[src/rtl/prime_sequence_generator_if.sv]
// Purpose : valid/ready streaming bundle of the prime sequence generator.
// Signals : start     - begin a new sweep (consumer -> generator)
//           out_ready - consumer accepts out_prime this cycle
//           out_valid - out_prime holds a prime awaiting acceptance
//           out_prime - current prime value, WIDTH bits
//           busy      - generator is testing or emitting
//           done      - one-cycle pulse after a sweep completes
// Modports: master = generator side, slave = consumer side.
interface prime_sequence_generator_if #(
  parameter int unsigned WIDTH = 4
);
  logic             start;
  logic             out_ready;
  logic             out_valid;
  logic [WIDTH-1:0] out_prime;
  logic             busy;
  logic             done;

  modport master (
    input  start,
    input  out_ready,
    output out_valid,
    output out_prime,
    output busy,
    output done
  );

  modport slave (
    output start,
    output out_ready,
    input  out_valid,
    input  out_prime,
    input  busy,
    input  done
  );
endinterface

[src/rtl/prime_sequence_generator.sv]
// Purpose : walks candidates 2..2^WIDTH-1, tests each by iterative trial
//           division (one divisor per clock) and streams every prime found
//           over a valid/ready handshake.
// Ports   : clk - clock, rising edge
//           rst - asynchronous, active-high reset
//           bus - prime_sequence_generator_if.master (start, out_ready in;
//                 out_valid, out_prime, busy, done out, all registered)
module prime_sequence_generator #(
  parameter int unsigned WIDTH = 4
) (
  input  logic                              clk,
  input  logic                              rst,
  prime_sequence_generator_if.master        bus
);

  localparam int unsigned      SQ_W       = 2 * WIDTH;
  localparam logic [WIDTH-1:0] MAX_CAND   = '1;
  localparam logic [WIDTH-1:0] FIRST_CAND = WIDTH'(2);

  typedef enum logic [1:0] {
    S_IDLE = 2'd0,
    S_TEST = 2'd1,
    S_EMIT = 2'd2,
    S_DONE = 2'd3
  } state_t;

  state_t           r_state;
  logic [WIDTH-1:0] r_cand;
  logic [WIDTH-1:0] r_div;
  logic             r_out_valid;
  logic [WIDTH-1:0] r_out_prime;
  logic             r_busy;
  logic             r_done;

  state_t           w_next_state;
  logic [WIDTH-1:0] w_cand_nxt;
  logic [WIDTH-1:0] w_div_nxt;
  logic             w_out_valid_nxt;
  logic [WIDTH-1:0] w_out_prime_nxt;
  logic             w_busy_nxt;
  logic             w_done_nxt;

  logic [SQ_W-1:0]  w_div_sq;
  logic [WIDTH-1:0] w_div_safe;
  logic             w_is_prime;
  logic             w_divides;
  logic             w_at_max;
  logic             w_handshake;

  // Square compared at double width so it cannot overflow for any divisor.
  assign w_div_sq    = SQ_W'(r_div) * SQ_W'(r_div);
  assign w_is_prime  = w_div_sq > SQ_W'(r_cand);
  // Divisor is only zero outside TEST; keep the modulo well defined anyway.
  assign w_div_safe  = (r_div == '0) ? FIRST_CAND : r_div;
  assign w_divides   = (r_cand % w_div_safe) == '0;
  assign w_at_max    = (r_cand == MAX_CAND);
  assign w_handshake = r_out_valid & bus.out_ready;

  // State and output registers.
  always_ff @(posedge clk or posedge rst) begin
    if (rst) begin
      r_state     <= S_IDLE;
      r_cand      <= '0;
      r_div       <= '0;
      r_out_valid <= 1'b0;
      r_out_prime <= '0;
      r_busy      <= 1'b0;
      r_done      <= 1'b0;
    end else begin
      r_state     <= w_next_state;
      r_cand      <= w_cand_nxt;
      r_div       <= w_div_nxt;
      r_out_valid <= w_out_valid_nxt;
      r_out_prime <= w_out_prime_nxt;
      r_busy      <= w_busy_nxt;
      r_done      <= w_done_nxt;
    end
  end

  // Next-state logic.
  always_comb begin
    w_next_state = r_state;
    case (r_state)
      S_IDLE: if (bus.start) w_next_state = S_TEST;
      S_TEST: begin
        if (w_is_prime)     w_next_state = S_EMIT;
        else if (w_divides) w_next_state = w_at_max ? S_DONE : S_TEST;
      end
      S_EMIT: if (w_handshake) w_next_state = w_at_max ? S_DONE : S_TEST;
      S_DONE: w_next_state = S_IDLE;
      default: w_next_state = S_IDLE;
    endcase
  end

  // Datapath and output next values; busy/done follow the next state so
  // they are registered yet aligned with the state they describe.
  always_comb begin
    w_cand_nxt      = r_cand;
    w_div_nxt       = r_div;
    w_out_valid_nxt = r_out_valid;
    w_out_prime_nxt = r_out_prime;
    w_busy_nxt      = (w_next_state == S_TEST) || (w_next_state == S_EMIT);
    w_done_nxt      = (w_next_state == S_DONE);
    case (r_state)
      S_IDLE: begin
        if (bus.start) begin
          w_cand_nxt = FIRST_CAND;
          w_div_nxt  = FIRST_CAND;
        end
      end
      S_TEST: begin
        if (w_is_prime) begin
          w_out_valid_nxt = 1'b1;
          w_out_prime_nxt = r_cand;
        end else if (w_divides) begin
          if (!w_at_max) begin
            w_cand_nxt = r_cand + WIDTH'(1);
            w_div_nxt  = FIRST_CAND;
          end
        end else begin
          w_div_nxt = r_div + WIDTH'(1);
        end
      end
      S_EMIT: begin
        if (w_handshake) begin
          w_out_valid_nxt = 1'b0;
          if (!w_at_max) begin
            w_cand_nxt = r_cand + WIDTH'(1);
            w_div_nxt  = FIRST_CAND;
          end
        end
      end
      default: w_out_valid_nxt = 1'b0;
    endcase
  end

  assign bus.out_valid = r_out_valid;
  assign bus.out_prime = r_out_prime;
  assign bus.busy      = r_busy;
  assign bus.done      = r_done;

endmodule

[src/flat_wrapper.sv]
// flat-port wrapper written by rule: the top's interface ports become plain ports
module prime_sequence_generator_flat 
#(
  parameter int unsigned WIDTH = 4
)
  (clk, rst, bus_start, bus_out_ready, bus_out_valid, bus_out_prime, bus_busy, bus_done);
  prime_sequence_generator_if #(.WIDTH(WIDTH)) bus_i ();
  input  logic clk;
  input  logic rst;
  input wire logic [$bits(bus_i.start)-1:0] bus_start;
  input wire logic [$bits(bus_i.out_ready)-1:0] bus_out_ready;
  output wire logic [$bits(bus_i.out_valid)-1:0] bus_out_valid;
  output wire logic [$bits(bus_i.out_prime)-1:0] bus_out_prime;
  output wire logic [$bits(bus_i.busy)-1:0] bus_busy;
  output wire logic [$bits(bus_i.done)-1:0] bus_done;
  assign bus_i.start = bus_start;
  assign bus_i.out_ready = bus_out_ready;
  assign bus_out_valid = bus_i.out_valid;
  assign bus_out_prime = bus_i.out_prime;
  assign bus_busy = bus_i.busy;
  assign bus_done = bus_i.done;
  prime_sequence_generator #(.WIDTH(WIDTH)) u_core (.clk(clk), .rst(rst), .bus(bus_i));
endmodule
[config.mk]
export PLATFORM = sky130hd
export DESIGN_NAME = prime_sequence_generator_flat
export DESIGN_NICKNAME = d
export VERILOG_FILES = /design/src/rtl/prime_sequence_generator_if.sv /design/src/rtl/prime_sequence_generator.sv /design/src/flat_wrapper.sv
export SDC_FILE = /design/constraint.sdc
export NUM_CORES = 1
export LEC_CHECK = 0
export ABC_AREA = 1
export CAP_MARGIN = 20
export CORE_MARGIN = 4
export CORE_UTILIZATION = 45
export CTS_BUF_LIST = sky130_fd_sc_hd__clkbuf_8 sky130_fd_sc_hd__clkbuf_16
export CTS_CLUSTER_DIAMETER = 40
export CTS_CLUSTER_SIZE = 20
export DETAILED_ROUTE_END_ITERATION = 16
export PLACE_DENSITY = 0.61
export SYNTH_ARGS = -nofsm -noshare
export SYNTH_HDL_FRONTEND = slang
export SYNTH_SLANG_ARGS = --single-unit
export TNS_END_PERCENT = 20
[constraint.sdc]
create_clock -name clk -period 14.23 [get_ports clk]
set_clock_uncertainty 0.15 [all_clocks]
set_input_delay 2.846 -clock clk [delete_from_list [all_inputs] [get_ports clk]]
set_output_delay 2.846 -clock clk [all_outputs]
set_load 0.01 [all_outputs]
==> flow_metrics.env, run 1 <==
export IMPL_status="finished, final reports clean"
export IMPL_critical_path_buf_inv_count=6
export IMPL_grt_most_used_layer="met2"
export IMPL_postRouteAntennaNets=0
export IMPL_postCtsSetupBuffers=0
export IMPL_grt_start_max_net_pins=18
export IMPL_report_final_slew_viol_count=0
export IMPL_area_delta_synth_final_pct=8.69
export IMPL_hp_class="register to register"
export IMPL_synth_seq_area_share_pct=21.4
export IMPL_drt_iter0_markers=85
export IMPL_yosysWarnings=0
export IMPL_num_vias=1602
export IMPL_synth_top_cell_by_area="dfrtp_1"
export IMPL_rsz0062_at_grt="false"
export IMPL_clk_transition_reported_paths_ps=70
export IMPL_start_util_pct=47.9
export IMPL_portBuffers=10
export IMPL_relSlewSlack_pct=56.0
export IMPL_holdPathStages=2
export IMPL_vias_per_cell=4.80
export IMPL_overflow=0
export IMPL_cap_violations=0
export IMPL_ys_seq_elements=17
export IMPL_crit_type="register to register"
export IMPL_synth_enable_flop_cells=0
export IMPL_critPathLaunchType="register"
export IMPL_rr_startpoint="u_core.r_div[0]"
export IMPL_postCtsHoldBufs=0
export IMPL_synth_top_flop_cell="dfrtp_1"
export IMPL_wire_per_inst_um=11.3
export IMPL_fmax_mhz=179
export IMPL_fp_dieArea_um2=5540
export IMPL_routed_wl_um=3760
export IMPL_tns_ps=0
export IMPL_path_common_cell="nand2_1"
export IMPL_fin_crit_ps=5570
export IMPL_hpwlAfterDp_um=3180
export IMPL_clockBufferDepth=2
export IMPL_coreArea_um2=4140
export IMPL_syn_area_um2=1990
export IMPL_hold_end="u_core.bus.out_prime[2]"
export IMPL_finalNetCount=319
export IMPL_grt_pass1_wl_um=7000
export IMPL_postSynthNetCount=308
export IMPL_clk_latency_ps=250
export IMPL_async_flop_share_pct=100
export IMPL_groute_layer_met1_usage_pct=20.9
export IMPL_postLayoutCoreUtil_pct=52.1
export IMPL_cts_resized=0
export IMPL_cp_required_ps=14210
export IMPL_setup_violations=0
export IMPL_fin_crit_sh_pct=39.2
export IMPL_firstDrtPassIters=4
export IMPL_ys_types=34
export IMPL_io_pins=11
export IMPL_cts_buffers=3
export IMPL_worst_ep_arrival_time_ps=5560
export IMPL_dieWidth_um=74.5
export IMPL_met3_usage_pct=3.51
export IMPL_grtUsageTotal_pct=15.9
export IMPL_rrSetupSlack_ps=8660
export IMPL_grt_pass1_vias=1580
export IMPL_core_rowCount=23
export IMPL_worst_pin_slew_ps=659
export IMPL_worstPathMaxFanout=10
export IMPL_r2r_cells=39
export IMPL_cts_root_buf="clkbuf_8"
export IMPL_cts_tree="done"
export IMPL_grtUsageMet2_pct=26.8
export IMPL_avgSynthCellArea_um2=7.25
export IMPL_synthesis_instances=274
export IMPL_clkSinkCount=17
export IMPL_reg2reg_to="u_core.bus.busy"
export IMPL_drc_errors=0
export IMPL_diodes=0
export IMPL_htreeDepth=1
export IMPL_slowest_delay_ps=530
export IMPL_hold_path_startpoint="u_core.bus.out_prime[2]"
export IMPL_hold_viol_final=0
export IMPL_yosysTopAreaCellShare_pct=21.4
export IMPL_critical_path_top_delay_family="simple AND/OR/NAND/NOR gates"
export IMPL_die_y_um=74.5
export IMPL_gp_congestion=0.760
export IMPL_synth_area_leaders="dfrtp_1, ha_1, nand2_1"
export IMPL_end_kind="register"
export IMPL_drive_gt1_share_pct=12.0
export IMPL_critPathSlowestCell="dfrtp_1"
export IMPL_antenna_found_initial=0
worst max path at each step:
| stage | slack [ps] | endpoint | cells past startpoint | startpoint |
|---|---|---|---|---|
| floorplan | 9230 | u_core.bus.busy | 40 | u_core.r_div[0] |
| global placement | 8700 | u_core.bus.busy | 39 | u_core.r_div[0] |
| detailed placement | 8630 | u_core.bus.busy | 39 | u_core.r_div[0] |
| CTS | 8600 | u_core.bus.busy | 39 | u_core.r_div[0] |
| global route | 8080 | u_core.bus.busy | 39 | u_core.r_div[0] |
| finish | 8660 | u_core.bus.busy | 39 | u_core.r_div[0] |
synthesized netlist by cell type, types with 2 or more instances:
master / count
nand3_2: 7
nand3b_1: 2
fa_1: 2
nand4_1: 4
nand3_1: 17
a21oi_1: 10
nand3_4: 2
xor2_1: 2
xnor2_1: 3
o21ai_2: 2
nor3_1: 3
o21ai_0: 7
inv_1: 47
nor2_4: 3
o21ai_1: 4
ha_1: 28
nand2_2: 8
nand2_4: 3
nand2_1: 74
nor2_1: 15
dfrtp_1: 17
buf_6: 2
per-stage QoR:
| stage | instances | instance area, µm² | worst slack (ps) | hold slack, ps |
|---|---|---|---|---|
| after floorplan | 274 | 1990 | 9230 | 334 |
| after global placement | 330 | 2110 | 8700 | 320 |
| after detailed placement | 330 | 2110 | 8630 | 326 |
| after CTS | 334 | 2160 | 8600 | 344 |
| after global routing | 334 | 2160 | 8080 | 371 |
| final | 334 | 2160 | 8660 | 335 |
routing by layer:
| metal | vias up | share of wire, % |
|---|---|---|
| li1 | 889 | - |
| met5 | - | 0 |
| met1 | 701 | 51 |
| met4 | 0 | 0.66 |
| met3 | 4 | 2.2 |
| met2 | 8 | 46 |
logic make-up (layout without fill, tap and decap cells):
family	after synthesis	after routing	synth area share (%)
AO/OA/AOI/OAI	26	26	7.43
XOR/XNOR	5	5	2.20
adder cells (fa/ha/maj)	30	30	19.6
buffers and inverters	53	63	11.0
flip-flops	17	17	21.4
AND/OR/NAND/NOR	143	143	38.3
cells in the final DEF, fill, tap and decap left out:
master / Yosys / routed
nand2_1: 74 / 74
inv_1: 47 / 48
ha_1: 28 / 28
nand3_1: 17 / 17
dfrtp_1: 17 / 17
nor2_1: 15 / 15
a21oi_1: 10 / 10
clkdlybuf4s50_1: 0 / 10
nand2_2: 8 / 8
nand3_2: 7 / 7
o21ai_0: 7 / 7
nand4_1: 4 / 4
o21ai_1: 4 / 4
nor2_4: 3 / 3
nand2_4: 3 / 3
xnor2_1: 3 / 3
nor3_1: 3 / 3
clkbuf_8: 0 / 3
nand3_4: 2 / 2
o21ai_2: 2 / 2
nand3b_1: 2 / 2
xor2_1: 2 / 2
fa_1: 2 / 2
inv_2: 1 / 1
nor2_8: 1 / 1
clkinv_1: 1 / 1
nor2_2: 1 / 1
nand4_4: 1 / 1
nor3_2: 1 / 1
o31a_1: 1 / 1
o2111ai_1: 1 / 1
o21bai_1: 1 / 1
or2_2: 1 / 1
sequential cells by signal, indices dropped and copies added, names as in the netlist:
register	count
u_core.r_cand	4
u_core.r_div	4
u_core.r_state	2
u_core.bus.done	1
u_core.bus.out_valid	1
u_core.bus.busy	1
u_core.bus.out_prime	4
worst register-to-register path: cells and delay by family (launching register included):
| kind | cells | cell delay (ps) |
|---|---|---|
| buffers and inverters | 6 | 460 |
| adder cells (fa/ha/maj) | 6 | 1730 |
| flip-flops | 1 | 530 |
| AND/OR/NAND/NOR | 24 | 2190 |
| AO/OA/AOI/OAI | 3 | 390 |
area by class of cell:
| class | instances | area [µm²] |
|---|---|---|
| clock inverter | 1 | 3.75 |
| sequential | 17 | 425 |
| tap | 50 | 62.6 |
| fill | 419 | 1980 |
| inverter | 49 | 184 |
| timing repair buffer | 10 | 100 |
| multi-input combinational | 204 | 1340 |
| clock buffer | 3 | 41.3 |
Power of run 1 is not shown: default switching activity piles up to over one toggle a cycle in this logic, so the estimate is an artifact.
==> run 2: changes to the inputs <==
clock period = 5.35 ns   (was 14.23 ns; I/O delays follow)
==> run 2 against run 1 <==
Net effect: utilization increased by 3.1 points; largest cell class unchanged; register-to-register slack got worse by 8300 ps; clock-buffer cell count unchanged; highest routed layer unchanged; non-clock buffer count increased by 9; cell count increased by 2.7%; critical path depth decreased by 3; worst hold slack got worse by 1.5 ps; sequential share of layout area decreased by 1.1 points; via count increased by 3.7%.
==> flow_metrics.env, run 2 (synthesis gave the netlist of run 1 again) <==
export IMPL_fmax_mhz=202
export IMPL_firstDrtPassIters=4
export IMPL_critPathSlowestCell="dfrtp_1"
export IMPL_critPathLaunchType="register"
export IMPL_worst_pin_slew_ps=663
export IMPL_drc_errors=0
export IMPL_fin_area_um2=2290
export IMPL_r2r_cells=36
export IMPL_routed_wl_um=3940
export IMPL_clk_transition_reported_paths_ps=70
export IMPL_rrSetupSlack_ps=410
export IMPL_htreeDepth=1
export IMPL_rr_startpoint="u_core.r_div[0]"
export IMPL_portBuffers=10
export IMPL_hold_viol_final=0
export IMPL_cap_violations=0
export IMPL_overflow=0
export IMPL_drive_gt1_share_pct=18.4
export IMPL_relSlewSlack_pct=55.8
export IMPL_hpwlAfterDp_um=3220
export IMPL_hold_path_startpoint="u_core.bus.out_prime[2]"
export IMPL_clkSinkCount=17
export IMPL_crit_type="register to register"
export IMPL_core_rowCount=23
export IMPL_worst_slack_ps=408
export IMPL_timing_hold_ws_ps=333
export IMPL_gp_congestion=0.795
export IMPL_finalNetCount=328
export IMPL_fp_dieArea_um2=5540
export IMPL_grtUsageTotal_pct=16.1
export IMPL_clockBufferDepth=2
export IMPL_fin_crit_ps=4940
export IMPL_grt_pass1_wl_um=7000
export IMPL_dieWidth_um=74.5
export IMPL_coreArea_um2=4140
export IMPL_hp_class="register to register"
export IMPL_cts_tree="done"
export IMPL_wire_per_inst_um=11.5
export IMPL_vias_per_cell=4.84
export IMPL_grt_pass1_vias=1567
export IMPL_fin_crit_sh_pct=92.4
export IMPL_clk_latency_ps=250
export IMPL_critPathLaunch="u_core.r_div[0]"
export IMPL_place_area_um2=2150
export IMPL_diodes=0
export IMPL_final_common_cell="nand2_1"
export IMPL_drt_iter0_markers=46
export IMPL_report_final_slew_viol_count=0
export IMPL_grt_start_max_net_pins=18
export IMPL_cts_root_buf="clkbuf_8"
export IMPL_io_pins=11
export IMPL_place_ws_ps=146
export IMPL_antenna_found_initial=0
export IMPL_cp_required_ps=5340
export IMPL_worst_ep_arrival_time_ps=4930
export IMPL_status="finished, final reports clean"
export IMPL_final_cell_mix="nand2_1, inv_1, ha_1, dfrtp_1, nand3_1"
export IMPL_num_vias=1661
export IMPL_postRouteAntennaNets=0
export IMPL_holdPathStages=2
export IMPL_start_util_pct=47.9
export IMPL_area_delta_synth_final_pct=15.2
export IMPL_slowest_delay_ps=360
export IMPL_setup_violations=0
export IMPL_postCtsHoldBufs=0
export IMPL_end_kind="register"
export IMPL_worstPathMaxFanout=6
export IMPL_die_y_um=74.5
export IMPL_cts_buffers=3
export IMPL_path_common_cell="nand2_1"
## run 2: changes by cell type in the layout (fill, tap and decap cells not counted), moves of 2 or more
cell     previous run  this run
a21oi_1            10         8
a21oi_2             0         2
buf_4               0         9
ha_1               28        25
ha_4                0         3
inv_1              48        45
inv_2               1         4
## run 2: cell type report
type | count | area, µm²
well taps | 50 | 62.6
clock buffers | 3 | 41.3
fillers | 400 | 1850
flip-flops and latches | 17 | 425
multi-input cells | 204 | 1410
inverters | 49 | 184
clock inverters | 1 | 3.75
repair buffers | 19 | 168
## run 2: per-stage QoR
| stage | setup TNS (ps) | utilization, % | instances |
|---|---|---|---|
| global placement | 0 | 51.9 | 335 |
| detailed placement | 0 | 51.9 | 335 |
| global route | -37.5 | 55.3 | 343 |
| finish | 0 | 55.3 | 343 |
| CTS | 0 | 53.0 | 339 |
| floorplan | 0 | - | 274 |
## run 2: worst paths after layout
| path | end |
|---|---|
| min | u_core.bus.out_prime[2] |
| max | u_core.bus.busy |
| min in group asynchronous | u_core.r_state[0] |
| max reg2reg | u_core.bus.busy |
| max in group asynchronous | u_core.r_cand[2] |
| min reg2reg | u_core.bus.out_prime[2] |
## run 2: routing by layer
layer | up-vias | part of all wire, % | GRT usage (%)
met5 | - | 0 | 0
met4 | 0 | 0.86 | 3.95
met3 | 4 | 1.5 | 2.84
met2 | 10 | 47 | 26.2
met1 | 744 | 50 | 22.0
li1 | 903 | - | -
## run 2: critical path, delay by kind of cell (launching register included)
family	cells	cell delay [ps]
DFF	1	360
adders and majority gates	6	1640
and+or+nand+nor	18	1470
xor gates and xnor gates	1	230
buffers and inverters	7	430
AOI/OAI and AO/OA	4	520
## run 2: repair_timing
item / in CTS / in global routing
hold endpoints to repair: 0 / 0
buffers inserted: 0 / 4
resized for setup: 0 / 12
endpoints found under the setup margin: 0 / 11
Power of run 2 is left out for the same reason.
